**config.mk**
```make
export PLATFORM = sky130hd
export DESIGN_NAME = ninja_game_ctrl
export DESIGN_NICKNAME = d
export VERILOG_FILES = /design/src/rtl/ninja_pkg.sv /design/src/rtl/ninja_tick_gen.sv /design/src/rtl/ninja_game_ctrl.sv
export SDC_FILE = /design/constraint.sdc
export NUM_CORES = 1
export LEC_CHECK = 0
export ABC_AREA = 1
export ABC_CLOCK_PERIOD_IN_PS = 6400
export CORE_AREA = 4 4 95 97
export DETAILED_ROUTE_END_ITERATION = 7
export DIE_AREA = 0 0 99 101
export PLACE_DENSITY = 0.83
export SLEW_MARGIN = 40
export SYNTH_ARGS = -nofsm -noshare
export SYNTH_HDL_FRONTEND = slang
export SYNTH_SLANG_ARGS = --single-unit
```
**constraint.sdc**
```tcl
create_clock -name clk -period 6.4 [get_ports clk]
set_input_delay 0.96 -clock clk [delete_from_list [all_inputs] [get_ports clk]]
set_output_delay 0.96 -clock clk [all_outputs]
set_load 0.01 [all_outputs]
```
**src/rtl/ninja_pkg.sv**
```systemverilog
// Shared types and constants for the reflex-game sequencer.
package ninja_pkg;

  typedef enum logic [2:0] {
    IDLE,
    SHOW,
    WAIT,
    GAP,
    OVER,
    WIN
  } state_t;

  localparam logic [3:0] ACT_NONE  = 4'hF;
  localparam logic [2:0] LVL_IDLE  = 3'd0;
  localparam logic [2:0] LVL_WON   = 3'd4;
  localparam logic [2:0] LVL_LAST  = 3'd3;
  localparam logic [2:0] WRONG_MAX = 3'd3;

  // One step of the 8-bit Galois LFSR, x^8+x^6+x^5+x^4+1 (right-shift form).
  function automatic logic [7:0] lfsr_step(input logic [7:0] s);
    return {1'b0, s[7:1]} ^ (s[0] ? 8'hB8 : 8'h00);
  endfunction

endpackage

```
**src/rtl/ninja_tick_gen.sv**
```systemverilog
// Free-running prescaler: one-cycle tick every TICK_DIV clocks, cleared only by rst.
module ninja_tick_gen #(
  parameter int unsigned TICK_DIV = 50000
) (
  input  logic clk,
  input  logic rst,
  output logic tick
);

  localparam int unsigned CW = (TICK_DIV > 1) ? $clog2(TICK_DIV) : 1;

  logic [CW-1:0] cnt;

  // Count 0..TICK_DIV-1 and pulse tick on wrap.
  always_ff @(posedge clk or posedge rst) begin
    if (rst) begin
      cnt  <= '0;
      tick <= 1'b0;
    end else if (cnt == CW'(TICK_DIV - 1)) begin
      cnt  <= '0;
      tick <= 1'b1;
    end else begin
      cnt  <= cnt + 1'b1;
      tick <= 1'b0;
    end
  end

endmodule

```
**src/rtl/ninja_game_ctrl.sv**
```systemverilog
// Reflex-game sequencer: draws actions, times the response window, judges presses.
module ninja_game_ctrl
  import ninja_pkg::*;
#(
  parameter int unsigned TICK_DIV  = 50000,
  parameter int unsigned ROUNDS    = 8,
  parameter int unsigned WIN_L1    = 1500,
  parameter int unsigned WIN_L2    = 1000,
  parameter int unsigned WIN_L3    = 600,
  parameter int unsigned GAP_TICKS = 500,
  parameter logic [7:0]  SEED      = 8'hA5
) (
  input  logic       clk,
  input  logic       rst,
  input  logic       start,
  input  logic [3:0] btn,
  output logic [2:0] level,
  output logic [2:0] wrong_time,
  output logic [3:0] action,
  output logic [3:0] operation,
  output logic       game_over,
  output logic       win
);

  state_t      state, state_next;
  logic [2:0]  level_q, level_n, wrong_q, wrong_n;
  logic [3:0]  action_q, action_n, operation_q, operation_n;
  logic [3:0]  round_q, round_n;
  logic [15:0] win_cnt_q, win_cnt_n, gap_cnt_q, gap_cnt_n;
  logic        start_q;
  logic [3:0]  btn_q;
  logic [7:0]  lfsr;
  logic        tick;

  logic        start_rise;
  logic [3:0]  btn_rise;
  logic        multi;
  logic [1:0]  low_code;
  logic [15:0] window;
  logic        judge_ok, judge_bad;
  logic [4:0]  round_inc;

  assign start_rise = start & ~start_q;
  assign btn_rise   = btn & ~btn_q;

  ninja_tick_gen #(.TICK_DIV(TICK_DIV)) u_tick (
    .clk  (clk),
    .rst  (rst),
    .tick (tick)
  );

  // Edge-detect registers and free-running LFSR.
  always_ff @(posedge clk or posedge rst) begin
    if (rst) begin
      start_q <= 1'b0;
      btn_q   <= '0;
      lfsr    <= SEED;
    end else begin
      start_q <= start;
      btn_q   <= btn;
      lfsr    <= lfsr_step(lfsr);
    end
  end

  // State register plus the game datapath registers.
  always_ff @(posedge clk or posedge rst) begin
    if (rst) begin
      state       <= IDLE;
      level_q     <= LVL_IDLE;
      wrong_q     <= '0;
      action_q    <= ACT_NONE;
      operation_q <= ACT_NONE;
      round_q     <= '0;
      win_cnt_q   <= '0;
      gap_cnt_q   <= '0;
    end else begin
      state       <= state_next;
      level_q     <= level_n;
      wrong_q     <= wrong_n;
      action_q    <= action_n;
      operation_q <= operation_n;
      round_q     <= round_n;
      win_cnt_q   <= win_cnt_n;
      gap_cnt_q   <= gap_cnt_n;
    end
  end

  // Next state and datapath: judging is folded into the WAIT edge so results land with zero latency.
  always_comb begin
    state_next  = state;
    level_n     = level_q;
    wrong_n     = wrong_q;
    action_n    = action_q;
    operation_n = operation_q;
    round_n     = round_q;
    win_cnt_n   = win_cnt_q;
    gap_cnt_n   = gap_cnt_q;
    judge_ok    = 1'b0;
    judge_bad   = 1'b0;
    round_inc   = {1'b0, round_q} + 5'd1;
    multi       = |(btn_rise & (btn_rise - 4'd1));

    if (btn_rise[0])      low_code = 2'd0;
    else if (btn_rise[1]) low_code = 2'd1;
    else if (btn_rise[2]) low_code = 2'd2;
    else                  low_code = 2'd3;

    case (level_q)
      3'd1:    window = 16'(WIN_L1);
      3'd2:    window = 16'(WIN_L2);
      default: window = 16'(WIN_L3);
    endcase

    case (state)
      IDLE, OVER, WIN: begin
        if (start_rise) begin
          level_n    = 3'd1;
          wrong_n    = '0;
          round_n    = '0;
          state_next = SHOW;
        end
      end
      SHOW: begin
        action_n    = {2'b00, lfsr[1:0]};
        operation_n = ACT_NONE;
        win_cnt_n   = window;
        state_next  = WAIT;
      end
      WAIT: begin
        if (|btn_rise) begin
          operation_n = {2'b00, low_code};
          if (!multi && (low_code == action_q[1:0])) judge_ok = 1'b1;
          else judge_bad = 1'b1;
        end else if (tick) begin
          if (win_cnt_q <= 16'd1) judge_bad = 1'b1;
          else win_cnt_n = win_cnt_q - 16'd1;
        end
      end
      GAP: begin
        if (tick) begin
          if (gap_cnt_q <= 16'd1) state_next = SHOW;
          else gap_cnt_n = gap_cnt_q - 16'd1;
        end
      end
      default: state_next = IDLE;
    endcase

    if (judge_bad) begin
      wrong_n = wrong_q + 3'd1;
      if (wrong_n == WRONG_MAX) begin
        action_n   = ACT_NONE;
        state_next = OVER;
      end else begin
        gap_cnt_n  = 16'(GAP_TICKS);
        state_next = GAP;
      end
    end

    if (judge_ok) begin
      if (round_inc == 5'(ROUNDS)) begin
        if (level_q == LVL_LAST) begin
          level_n    = LVL_WON;
          action_n   = ACT_NONE;
          state_next = WIN;
        end else begin
          level_n    = level_q + 3'd1;
          round_n    = '0;
          gap_cnt_n  = 16'(GAP_TICKS);
          state_next = GAP;
        end
      end else begin
        round_n    = round_inc[3:0];
        gap_cnt_n  = 16'(GAP_TICKS);
        state_next = GAP;
      end
    end
  end

  // Outputs: flags decode the state, the rest come straight from registers.
  always_comb begin
    game_over  = (state == OVER);
    win        = (state == WIN);
    level      = level_q;
    wrong_time = wrong_q;
    action     = action_q;
    operation  = operation_q;
  end

endmodule
```
# Word-level counts from Yosys, hierarchy flattened
# Index checks and enable logic that the tools add are counted.
[op_classes]
n_addsub = 7
shift = 0
n_mul = 0
eq_ne = 20
mux = 57
order_cmp = 2
bitwise = 6
div_mod_pow = 0
n_reduce_logical = 13
[op_table]
columns = ["op", "count"]
rows = [
  ["two-way mux 16 bit", 12],
  ["two-way mux 3 bit", 16],
  ["two-way mux 4 bit", 12],
  ["<= comparator 16 x 1 -> 1 bit, second input constant", 2],
  ["case mux 16 bit (2 select lines)", 1],
  ["subtractor 16 x 1 -> 16 bit, second input constant", 2],
  ["case mux 11 bit (2 select lines)", 1],
  ["adder 16 x 1 -> 16 bit, second input constant", 1],
  ["== test 16 bit, second input constant", 1],
  ["== test 3 x 2 -> 1 bit, second input constant", 5],
  ["case mux 3 bit (4 select lines)", 1],
  ["two-way mux 1 bit", 10],
  ["AND 4 bit", 2],
  ["two-way mux 8 bit", 1],
  ["!= test 4 bit, second input constant", 2],
  ["case mux 4 bit (2 select lines)", 1],
  ["AND reduction 4 bit", 2],
  ["OR reduction 4 bit", 2],
  ["bitwise XOR 7 x 8 -> 8 bit", 1],
  ["adder 3 x 1 -> 3 bit, second input constant", 2],
  ["== test 3 x 1 -> 1 bit, second input constant", 2],
  ["== test 3 bit, second input constant", 2],
  ["!= test 2 bit, second input constant", 3],
  ["nonzero test 2 bit", 3],
  ["other kinds (16)", 18],
]
[word_totals]
mem_bits_ro = 0
elab_cells = 118
regBits = 83
input_bits = 7
latch_bits = 0
memories = 0
mem_bits_rw = 0
output_inout_bits = 16

# Depth between registers and ports, before layout
# Gate-level depths: netlist of the first run.
[logic_depth]
word_depth = 14
depth_mapped = 15
ltp_nobuf = 14

# Modules after synthesis
# From an unflattened synthesis of the first run, not the netlist that was laid out.
[hier_totals]
hier_cells = 580
hier_area_um2 = 4663.2
[modules_own_cells]
columns = ["module", "seq_area_each_um2", "cells_each", "n_inst", "area_per_inst_um2"]
rows = [
  ["ninja_game_ctrl", 1640.3, 457, 1, 3757.4],
  ["ninja_tick_gen", 425.4, 123, 1, 905.9],
]

# Least setup slack after synthesis of the first run
# OpenSTA, ideal clock, no wires.
[synth_path]
path_kind = "input-to-reg"
start = "input port btn[1]"
end = "register gap_cnt_q[15]"
arrival_ns = 2.051
slack_ns = 4.231
cell_stages = 10
path_buffers = 1
setup_ns = 0.119
required_ns = 6.281
cell_sequence = "nand2_1 -> nand2_1 -> nor2_2 -> nor3_1 -> nand2_1 -> nor2_2 -> nand2_2 -> nand2_2 -> buf_6 -> nor2_1"
[synth_via]
elab_chain_cells = 13
elab_cells_between_ends = 20
cone_classes = "add/sub (1); eq/ne (1); mux (12); bitwise (2); reduce/logical (4)"
[synth_rtl]
columns = ["element", "line_no", "text"]
rows = [
  ["start, declared", "ninja_game_ctrl.sv:16", "input logic [3:0] btn,"],
  ["AND 4 bit *", "ninja_game_ctrl.sv:44", "assign btn_rise = btn & ~btn_q;"],
  ["subtractor 4 x 1 -> 4 bit", "ninja_game_ctrl.sv:101", "multi = |(btn_rise & (btn_rise - 4'd1));"],
  ["AND 4 bit", "ninja_game_ctrl.sv:101", ""],
  ["OR reduction 4 bit", "ninja_game_ctrl.sv:101", ""],
  ["logical NOT 1 bit", "ninja_game_ctrl.sv:132", "if (!multi && (low_code == action_q[1:0])) judge_ok = 1'b1;"],
  ["logical AND 1 bit", "ninja_game_ctrl.sv:132", ""],
  ["two-way mux 1 bit", "ninja_game_ctrl.sv:132", ""],
  ["two-way mux 1 bit", "ninja_game_ctrl.sv:130", "if (|btn_rise) begin"],
  ["two-way mux 1 bit", "ninja_game_ctrl.sv:114", "case (state)"],
  ["two-way mux 16 bit", "ninja_game_ctrl.sv:148", "if (judge_bad) begin"],
  ["two-way mux 16 bit", "ninja_game_ctrl.sv:161", "if (level_q == LVL_LAST) begin"],
  ["two-way mux 16 bit", "ninja_game_ctrl.sv:160", "if (round_inc == 5'(ROUNDS)) begin"],
  ["two-way mux 16 bit *", "ninja_game_ctrl.sv:159", "if (judge_ok) begin"],
  ["named net gap_cnt_n[15]", "ninja_game_ctrl.sv:29", "logic [15:0] win_cnt_q, win_cnt_n, gap_cnt_q, gap_cnt_n;"],
  ["end signal, assigned", "ninja_game_ctrl.sv:84", "gap_cnt_q <= gap_cnt_n;"],
  ["end, declared", "ninja_game_ctrl.sv:29", ""],
]
# The timed path passes the listed nets; every way through them passes the cells marked *.
# A chain may end at the register's enable or synchronous reset.

# Final worst setup path of the first run
[layout_path]
start = "register state[0]"
end = "output port game_over"
[layout_via]
elab_chain_cells = 1
[layout_rtl]
columns = ["element", "line_no", "text"]
rows = [
  ["start, declared", "ninja_game_ctrl.sv:25", "state_t state, state_next;"],
  ["start signal, assigned", "ninja_game_ctrl.sv:77", "state <= state_next;"],
  ["== test 3 bit", "ninja_game_ctrl.sv:181", "game_over = (state == OVER);"],
  ["end, declared", "ninja_game_ctrl.sv:21", "output logic game_over,"],
]
# No other way between the ends.

==> results of run 1 <==
==> metrics by stage <==
stage                     setup WS [ns]  area (um2)  std cells  power (uW)
final                              3.63        4940        696        1710
after floorplan                    3.35        4430        560        1150
after global routing               3.50        4940        696        1830
after detailed placement           3.34        4730        680        1320
after global placement             3.45        4730        680        1290
after CTS                          3.62        4940        696        1720
==> logic make-up (layout without fill, tap and decap cells) <==
logic type | after synthesis | after routing | synth area share (%)
simple gates | 288 | 288 | 28.7
buf+inv | 91 | 122 | 8.31
flops | 82 | 82 | 46.7
compound gates | 60 | 60 | 7.55
xor+xnor | 27 | 27 | 5.34
fa+ha+maj | 12 | 12 | 3.39
==> Yosys cell counts (all sizes together) <==
| cell type | count |
|---|---|
| nor2 | 84 |
| nor4 | 4 |
| xnor2 | 7 |
| o221a | 1 |
| buf | 7 |
| nand3 | 48 |
| inv | 82 |
| clkbuf | 1 |
| o221ai | 1 |
| nor3 | 10 |
| ha | 12 |
| dfstp | 11 |
| a22oi | 2 |
| a31oi | 4 |
| xor2 | 20 |
| o22ai | 2 |
| o21ai | 35 |
| or2 | 3 |
| a21oi | 12 |
| nand3b | 2 |
| nand4 | 16 |
| dfrtp | 71 |
| nor3b | 1 |
| clkinv | 1 |
| o31ai | 3 |
| nand2 | 119 |
| and3 | 1 |
==> worst max-delay path by stage <==
stage	cells after the start	from	end
final	2	state[0]	game_over
after global routing	11	btn[0]	win_cnt_q[5]
after CTS	2	state[0]	game_over
after detailed placement	11	btn[0]	win_cnt_q[5]
after global placement	11	btn[0]	win_cnt_q[5]
after floorplan	1	rst	btn_q[0]
==> worst max-delay path, stage by stage, from the launching register on <==
cell and delay (ns):
dfrtp_1 0.49, nor3_1 0.36, clkdlybuf4s50_1 0.61
==> routing by layer <==
metal	track usage, %	share of wire (%)	routed length (um)
met5	0	0	0
met1	25.4	44	4070
met4	6.20	1.3	121
met3	3.60	4.7	435
met2	32.2	50	4550
==> area by class of cell <==
| class | instances | area [um2] |
|---|---|---|
| Fill cell | 672 | 3190 |
| Sequential cell | 82 | 2070 |
| Multi-Input combinational cell | 387 | 1990 |
| Inverter | 83 | 313 |
| Timing Repair Buffer | 23 | 231 |
| Clock buffer | 11 | 151 |
| Tap cell | 105 | 131 |
| Clock inverter | 5 | 60.1 |
==> flip-flops by register name, indices dropped and copies added (netlist names), 3 cells and up <==
name and cells:
btn_q 4, operation 3, state 3, u_tick.cnt 16, win_cnt_q 16, round_q 4, gap_cnt_q 16, lfsr 8
level 3, action 4, wrong_time 3
==> where the power goes <==
| part | internal, uW | total [uW] | leakage, uW | switching (uW) |
|---|---|---|---|---|
| sequential | 617 | 702 | 0.00101 | 85.6 |
| clock | 203 | 396 | 0.000106 | 193 |
| combinational | 221 | 611 | 0.00129 | 390 |
==> cell usage in the layout, fill, tap and decap left out, types with 9 or more instances in the layout <==
cell type	count
a21oi_1	11
clkbuf_8	11
clkdlybuf4s50_1	22
dfrtp_1	71
dfstp_2	11
ha_1	12
inv_1	76
nand2_1	117
nand3_1	46
nand4_1	16
nor2_1	81
nor3_1	9
o21ai_0	34
xor2_1	20
==> summary.txt, run 1 <==
Status
  • Status: finished, final reports clean

Timing
  • Max-slew headroom: 52.3%
  • Setup violations, final: 0
  • Hold Fails Final Rpt: 0
  • Final Max Tran Viols: 0
  • Setup skew after layout: 0.0106 ns
  • Post-layout minimum cycle time: 2.77 ns
  • RSZ-0062 raised after global routing: false
  • Min Hold Slack: 0.368 ns
  • F_max: 0.361 GHz
  • Final worst path period share: 43.2%
  • Worst Tran Pin Value: 0.716 ns
  • Setup_tns: 0 ns

Die
  • Die ar.: 10000 um2
  • Row cnt: 33
  • Initial Util: 54.4%
  • Die extent in y: 101 um
  • Core area: 8130 um2
  • Die W: 99 um
  • I/O pins: 23

GRT
  • Total grt overflow: 0
  • First-pass GRT wire length: 15.7 mm
  • Pin count of the biggest net entering global routing: 83
  • Initial antenna violation count: 0
  • Global Route Usage Sum: 19.3%
  • Vias in the first global route: 3511

Clocking
  • Max clock buf depth: 2
  • Post-CTS Setup Bufs: 0
  • Clock-pin transition on the worst setup and hold timing paths: 0.09 ns
  • Resized Gates After CTS: 0
  • CTS H-tree lvls: 3
  • CTS tree: built
  • Clk_lat worst skew: 0.36 ns
  • CTS Buf Count: 9
  • CTS Hold Buffers Added: 0
  • Root buf cell: clkbuf_8
  • Number of clock sinks: 82

Layout
  • Nets@finish: 605
  • Layout cell share with drive strength beyond 1: 7.95%
  • Ant diodes: 0
  • Syn-to-layout area delta: 11.7%
  • Post-layout util: 60.8%

Logic synthesis
  • Syn Std Cell Area: 4430 um2
  • Synth cell types: 38
  • Dominant cell type by area after synthesis: dfrtp_1
  • Synth top area cells: dfrtp_1 40%, nand2_1 9.9%, nor2_1 6.9%
  • Yosys top cell area share: 40.1%
  • Mapped Cells: 560
  • Register bit total from synthesis: 82
  • Yosys warning count: 0
  • Sequential area share after synthesis: 46.7%
  • Syn Area/Cell: 7.90 um2
  • Syn nets: 579

Min path
  • Hold Path Class: register to register
  • WHS Endpoint: lfsr[2]
  • Min-delay src: lfsr[3]
  • Hold depth: 0

Worst setup path
  • FF-to-FF setup slack: 3.89 ns
  • CP required: 5.44 ns
  • RR Startpoint: state[0]
  • Worst Reg-to-Reg Cells: 8
  • CP max FO: 6
  • Worst r2r dst: win_cnt_q[5]
  • Element type at the critical path end: primary output
  • Arrival time worst endpoint: 1.81 ns
  • Kind of critical path: register to primary output
  • Startpoint Class: register

Run
  • Max-Cap Viols: 0

Pwr
  • Leak: 0.00241 uW
  • Max IR drop VDD: 263 uV
  • Power Density: 346 nW/um2

Route
  • Remaining DRCs: 0
  • Vias per inst: 5.35
  • Via total after detailed routing: 3727
  • TritonRoute pass-1 iters: 7
  • Aggregate routed wire length: 9.18 mm
  • Routed Antenna Nets: 0
  • Initial drt markers: 280
  • Per-cell routed wire length: 13.2 um

Placement
  • Post-DP HPWL: 6.52 mm
  • IO buf count: 22
  • RePlAce Congestion: 0.923
(Power assumes the default switching activity.)
==> run 2, diff against run 1 <==
--- a/config.mk
+++ b/config.mk
@@ -6,11 +6,11 @@
 export NUM_CORES = 1
 export LEC_CHECK = 0
 export ABC_AREA = 1
-export ABC_CLOCK_PERIOD_IN_PS = 6400
-export CORE_AREA = 4 4 95 97
+export ABC_CLOCK_PERIOD_IN_PS = 2500
+export CORE_AREA = 4 4 96 98
 export DETAILED_ROUTE_END_ITERATION = 7
-export DIE_AREA = 0 0 99 101
-export PLACE_DENSITY = 0.83
+export DIE_AREA = 0 0 100 102
+export PLACE_DENSITY = 0.84
 export SLEW_MARGIN = 40
 export SYNTH_ARGS = -nofsm -noshare
 export SYNTH_HDL_FRONTEND = slang
==> constraint.sdc (replaced) <==
create_clock -name clk -period 2.5 [get_ports clk]
set_input_delay 0.375 -clock clk [delete_from_list [all_inputs] [get_ports clk]]
set_output_delay 0.375 -clock clk [all_outputs]
set_load 0.01 [all_outputs]
==> run 2 against run 1 <==
Compared with the run above: worst hold slack worse by 0.068 ns; worst setup slack worse by 3.3 ns; die area is 2.0% higher; cell count is 0.86% higher; routed wire length is 2.2% higher; critical endpoint unchanged; first-iteration DRC count is 6.4% lower; critical path depth stayed put; clock skew is 0.0016 ns higher; core utilization is 2.1 points lower.
==> summary.txt, run 2 (synthesis gave the netlist of run 1 again) <==
Status
  • Status: finished, final reports clean

Min path
  • Hold Path Class: input port to async pin

Layout
  • Ant diodes: 0
  • Post-layout util: 58.6%
  • Top flop regs: gap_cnt_q x16, u_tick.cnt x16, win_cnt_q x16
  • Layout cell share with drive strength beyond 1: 8.25%
  • Fillers: 699
  • Most common cell after layout, fill and taps aside: nand2_1
  • Nets@finish: 608
  • Most frequent cells in the layout: 117 x nand2_1, 81 x nor2_1, 76 x inv_1, 71 x dfrtp_1, 46 x nand3_1
  • Syn-to-layout area delta: 12.2%

Worst setup path
  • Setup crit end: game_over
  • CP max FO: 6
  • Startpoint Class: register
  • Kind of critical path: register to primary output
  • Worst r2r dst: gap_cnt_q[6]
  • Element type at the critical path end: primary output
  • FF-to-FF setup slack: 0.44 ns
  • Worst Reg-to-Reg Cells: 12
  • Critical path startpoint: state[0]
  • CP required: 2.12 ns
  • Arrival time worst endpoint: 1.80 ns
  • RR Startpoint: win_cnt_q[0]

Route
  • Per-cell routed wire length: 13.4 um
  • Remaining DRCs: 0
  • Vias per inst: 5.41
  • Initial drt markers: 262
  • Via total after detailed routing: 3795
  • TritonRoute pass-1 iters: 5
  • Aggregate routed wire length: 9.38 mm
  • Routed Antenna Nets: 0

Timing
  • Post-layout minimum cycle time: 2.18 ns
  • RSZ-0062 raised after global routing: false
  • Setup violations, final: 0
  • Max-slew headroom: 58.8%
  • Final worst path period share: 87.1%
  • Fin worst setup slack: 0.323 ns
  • Min Hold Slack: 0.300 ns
  • Setup_tns: 0 ns
  • Worst Tran Pin Value: 0.613 ns
  • F_max: 0.459 GHz
  • Setup skew after layout: 0.0122 ns
  • Final Max Tran Viols: 0
  • Hold Fails Final Rpt: 0

Clocking
  • CTS tree: built
  • Clk_lat worst skew: 0.36 ns
  • Clock-pin transition on the worst setup and hold timing paths: 0.08 ns
  • Number of clock sinks: 82
  • CTS Hold Buffers Added: 0
  • Post-CTS Setup Bufs: 0
  • Root buf cell: clkbuf_8
  • Resized Gates After CTS: 0
  • CTS Buf Count: 9
  • Max clock buf depth: 2
  • CTS H-tree lvls: 3

Pwr
  • Sw Ratio: 39.5%
  • Leak: 0.00242 uW
  • Sequential share of power: 41.4%
  • Int Power: 2640 uW
  • Power Density: 879 nW/um2
  • Clock power frac: 21.9%
  • NetSw: 1720 uW
  • Comb pwr share: 36.7%
  • Max IR drop VDD: 527 uV

GRT
  • Pin count of the biggest net entering global routing: 44
  • Total grt overflow: 0
  • Initial antenna violation count: 0
  • Global Route Usage Sum: 20.2%
  • First-pass GRT wire length: 16.7 mm
  • Vias in the first global route: 3765

Die
  • Row cnt: 34
  • Core area: 8470 um2
  • Die extent in y: 102 um
  • Die ar.: 10200 um2
  • I/O pins: 23
  • Die W: 100 um
  • Initial Util: 52.3%

Placement
  • Post-DP HPWL: 6.95 mm
  • IO buf count: 22
  • Placement Setup Slack: 0.149 ns
  • RePlAce Congestion: 0.914

Run
  • Max-Cap Viols: 0
## run 2: cell type report
class                      instances  area [um2]  share of cell area, %
sequential                        82        2070                   41.6
multi-input combinational        387        1990                   40.1
inverter                          83         313                   6.30
timing repair buffer              26         263                   5.29
tap                              108         135                   2.72
clock buffer                      10         128                   2.57
clock inverter                     6        68.8                   1.39
## run 2: routing by layer
metal	GRT usage [%]	share of wire [%]	up-vias
li1	-	-	1854
met1	24.9	42	1764
met2	34.5	50	141
met3	2.73	4.8	36
met4	11.2	3.4	0
met5	0	0	-
## run 2: power groups by stage
stage | sequential [uW] | combinational, uW | clock (uW)
floorplan | 1810 | 1120 | 0
detailed placement | 1830 | 1580 | 0
CTS | 1800 | 1590 | 978
finish | 1810 | 1600 | 954
global placement | 1810 | 1510 | 0
global route | 1850 | 1820 | 1030
## run 2: worst min path at each step
stage | slack (ns) | to | cells after the start
floorplan | 0.33 | lfsr[2] | 0
global placement | 0.34 | lfsr[2] | 0
global route | 0.32 | u_tick.cnt[9] | 2
detailed placement | 0.34 | lfsr[2] | 0
CTS | 0.30 | u_tick.cnt[12] | 2
finish | 0.30 | u_tick.cnt[12] | 2
## run 2: stage by stage
stage	instance area (um2)	total power (uW)	std cells
detailed placement	4770	3410	686
floorplan	4430	2940	560
global route	4960	4690	702
CTS	4960	4370	702
global placement	4770	3320	686
finish	4960	4360	702
## run 2: critical path: stages, from the launching register on
cell             delay (ns)
dfrtp_1                0.49
nor3_1                 0.36
clkdlybuf4s50_1        0.61
==> run 3, diff against run 2 <==
--- a/config.mk
+++ b/config.mk
@@ -11,6 +11,7 @@
 export DETAILED_ROUTE_END_ITERATION = 7
 export DIE_AREA = 0 0 100 102
 export PLACE_DENSITY = 0.84
+export REMOVE_ABC_BUFFERS = 1
 export SLEW_MARGIN = 40
 export SYNTH_ARGS = -nofsm -noshare
 export SYNTH_HDL_FRONTEND = slang
==> run 3 against run 2 <==
Compared with the run above: via count shrank 0.87%; sequential share of layout area grew 0.12 points; critical path depth grew 1; non-clock buffer count is the same; first-iteration DRC count shrank 20%; sequential cell count is the same; cell count is the same; global-route usage grew 0.21 points; maximum frequency shrank 0.69%; core utilization shrank 0.16 points; largest power group unchanged; highest routed layer unchanged.
==> summary.txt, run 3 (synthesis gave the netlist of run 1 again) <==
Layout
  • Fillers: 723
  • Nets@finish: 608
  • Most common cell after layout, fill and taps aside: nand2_1
  • Ant diodes: 0
  • Syn-to-layout area delta: 11.9%
  • Layout cell share with drive strength beyond 1: 8.25%
  • Most frequent cells in the layout: 117 x nand2_1, 81 x nor2_1, 76 x inv_1, 71 x dfrtp_1, 46 x nand3_1
  • Post-Layout Cell Count: 702
  • Top flop regs: gap_cnt_q x16, u_tick.cnt x16, win_cnt_q x16
  • Sequential standard cell area: 2070 um2
  • Multi-input logic area: 1990 um2

Clocking
  • Max clock buf depth: 2
  • Root buf cell: clkbuf_8
  • Post-CTS Setup Bufs: 0
  • CTS Buf Count: 9
  • Clk_lat worst skew: 0.35 ns
  • Resized Gates After CTS: 0
  • CTS Hold Buffers Added: 0
  • CTS tree: built
  • CTS H-tree lvls: 3
  • Clock-pin transition on the worst setup and hold timing paths: 0.09 ns
  • Number of clock sinks: 82

Die
  • Die extent in y: 102 um
  • Row cnt: 34
  • Initial Util: 52.3%
  • Core area: 8470 um2
  • Die W: 100 um
  • Die ar.: 10200 um2
  • I/O pins: 23

Timing
  • Setup_tns: 0 ns
  • Final Max Tran Viols: 0
  • Fin worst setup slack: 0.308 ns
  • F_max: 0.456 GHz
  • Setup violations, final: 0
  • Worst Tran Pin Value: 0.546 ns
  • RSZ-0062 raised after global routing: false
  • Hold Fails Final Rpt: 0
  • Max-slew headroom: 63.3%
  • Setup skew after layout: 0.00976 ns
  • Final worst path period share: 87.7%
  • Post-layout minimum cycle time: 2.19 ns

Placement
  • Post-DP HPWL: 6.97 mm
  • RePlAce Congestion: 0.928
  • Placed cell count: 686
  • Placement Setup Slack: 0.140 ns
  • IO buf count: 22

Route
  • Per-cell routed wire length: 13.7 um
  • Aggregate routed wire length: 9.62 mm
  • Remaining DRCs: 0
  • TritonRoute pass-1 iters: 5
  • Via total after detailed routing: 3762
  • Initial drt markers: 209
  • Routed Antenna Nets: 0
  • Vias per inst: 5.36

Worst setup path
  • Worst Reg-to-Reg Cells: 12
  • Crit-path cells: inv_1, nor3_1, clkdlybuf4s50_1
  • Arrival time worst endpoint: 1.82 ns
  • CP max FO: 4
  • Critical path buffers and inverters: 2
  • Worst path max stage delay: 0.60 ns
  • Element type at the critical path end: primary output
  • WP depth: 3
  • Kind of critical path: register to primary output
  • Startpoint Class: register
  • Crit path max-delay cell type: clkdlybuf4s50_1
  • CP required: 2.12 ns
  • Crit-path leading delay family: buffers and inverters

GRT
  • Met3 Use GR: 3.48%
  • First-pass GRT wire length: 16.8 mm
  • Vias in the first global route: 3718
  • Global routing usage on met2: 34.7%
  • Pin count of the biggest net entering global routing: 47
  • Initial antenna violation count: 0
  • GR peak layer: met2
  • Met1 Track Usage GR: 26.0%
  • Global Route Usage Sum: 20.4%
  • Total grt overflow: 0

Pwr
  • Comb pwr share: 37.6%
  • Sw Ratio: 39.9%
  • Clock power frac: 20.6%
  • Sequential share of power: 41.8%
  • Leak: 0.00241 uW
  • NetSw: 1720 uW
  • Int Power: 2590 uW
  • Power Density: 870 nW/um2
  • Max IR drop VDD: 564 uV

Min path
  • Hold Path Class: input port to async pin

Run
  • Max-Cap Viols: 0

Status
  • Status: finished, final reports clean
run 3: final timing paths:
kind / slack, ns / endpoint / startpoint
min in group clk: 0.36 / lfsr[2] / lfsr[3]
worst min-delay path: 0.24 / u_tick.cnt[9] / rst
worst min register to register: 0.36 / lfsr[2] / lfsr[3]
max in group asynchronous: 1.64 / lfsr[2] / rst
worst max-delay path: 0.31 / game_over / state[2]
worst max register to register: 0.33 / gap_cnt_q[6] / win_cnt_q[0]
run 3: cell type report:
type                    instances  area share (%)
clock buffers                  12            3.13
clock inverters                 4           0.556
inverters                      83            6.32
multi-input cells             387            40.2
flip-flops and latches         82            41.7
well taps                     108            2.73
repair buffers                 26            5.31
run 3: layer usage:
layer / share of wire (%) / vias to the layer above
met5: 0 / -
met1: 44 / 1787
met4: 2.4 / 0
met3: 3.8 / 28
met2: 50 / 94
li1: - / 1853
run 3: power by group through the flow:
| stage | registers (uW) | logic (uW) | clock network [uW] |
|---|---|---|---|
| global placement | 1800 | 1520 | 0 |
| floorplan | 1820 | 1030 | 0 |
| CTS | 1790 | 1610 | 910 |
| finish | 1800 | 1620 | 887 |
| detailed placement | 1820 | 1600 | 0 |
| global route | 1830 | 1840 | 974 |
run 3: stage by stage:
step / total power (uW) / utilization, % / hold WS [ns] / cell area, um2
2_1_floorplan: 2840 / - / 0.333 / 4370
3_3_place_gp: 3330 / 56.3 / 0.348 / 4770
3_5_place_dp: 3410 / 56.3 / 0.340 / 4770
4_1_cts: 4320 / 58.5 / 0.238 / 4950
5_1_grt: 4640 / 58.5 / 0.262 / 4950
6_report: 4310 / 58.5 / 0.242 / 4950
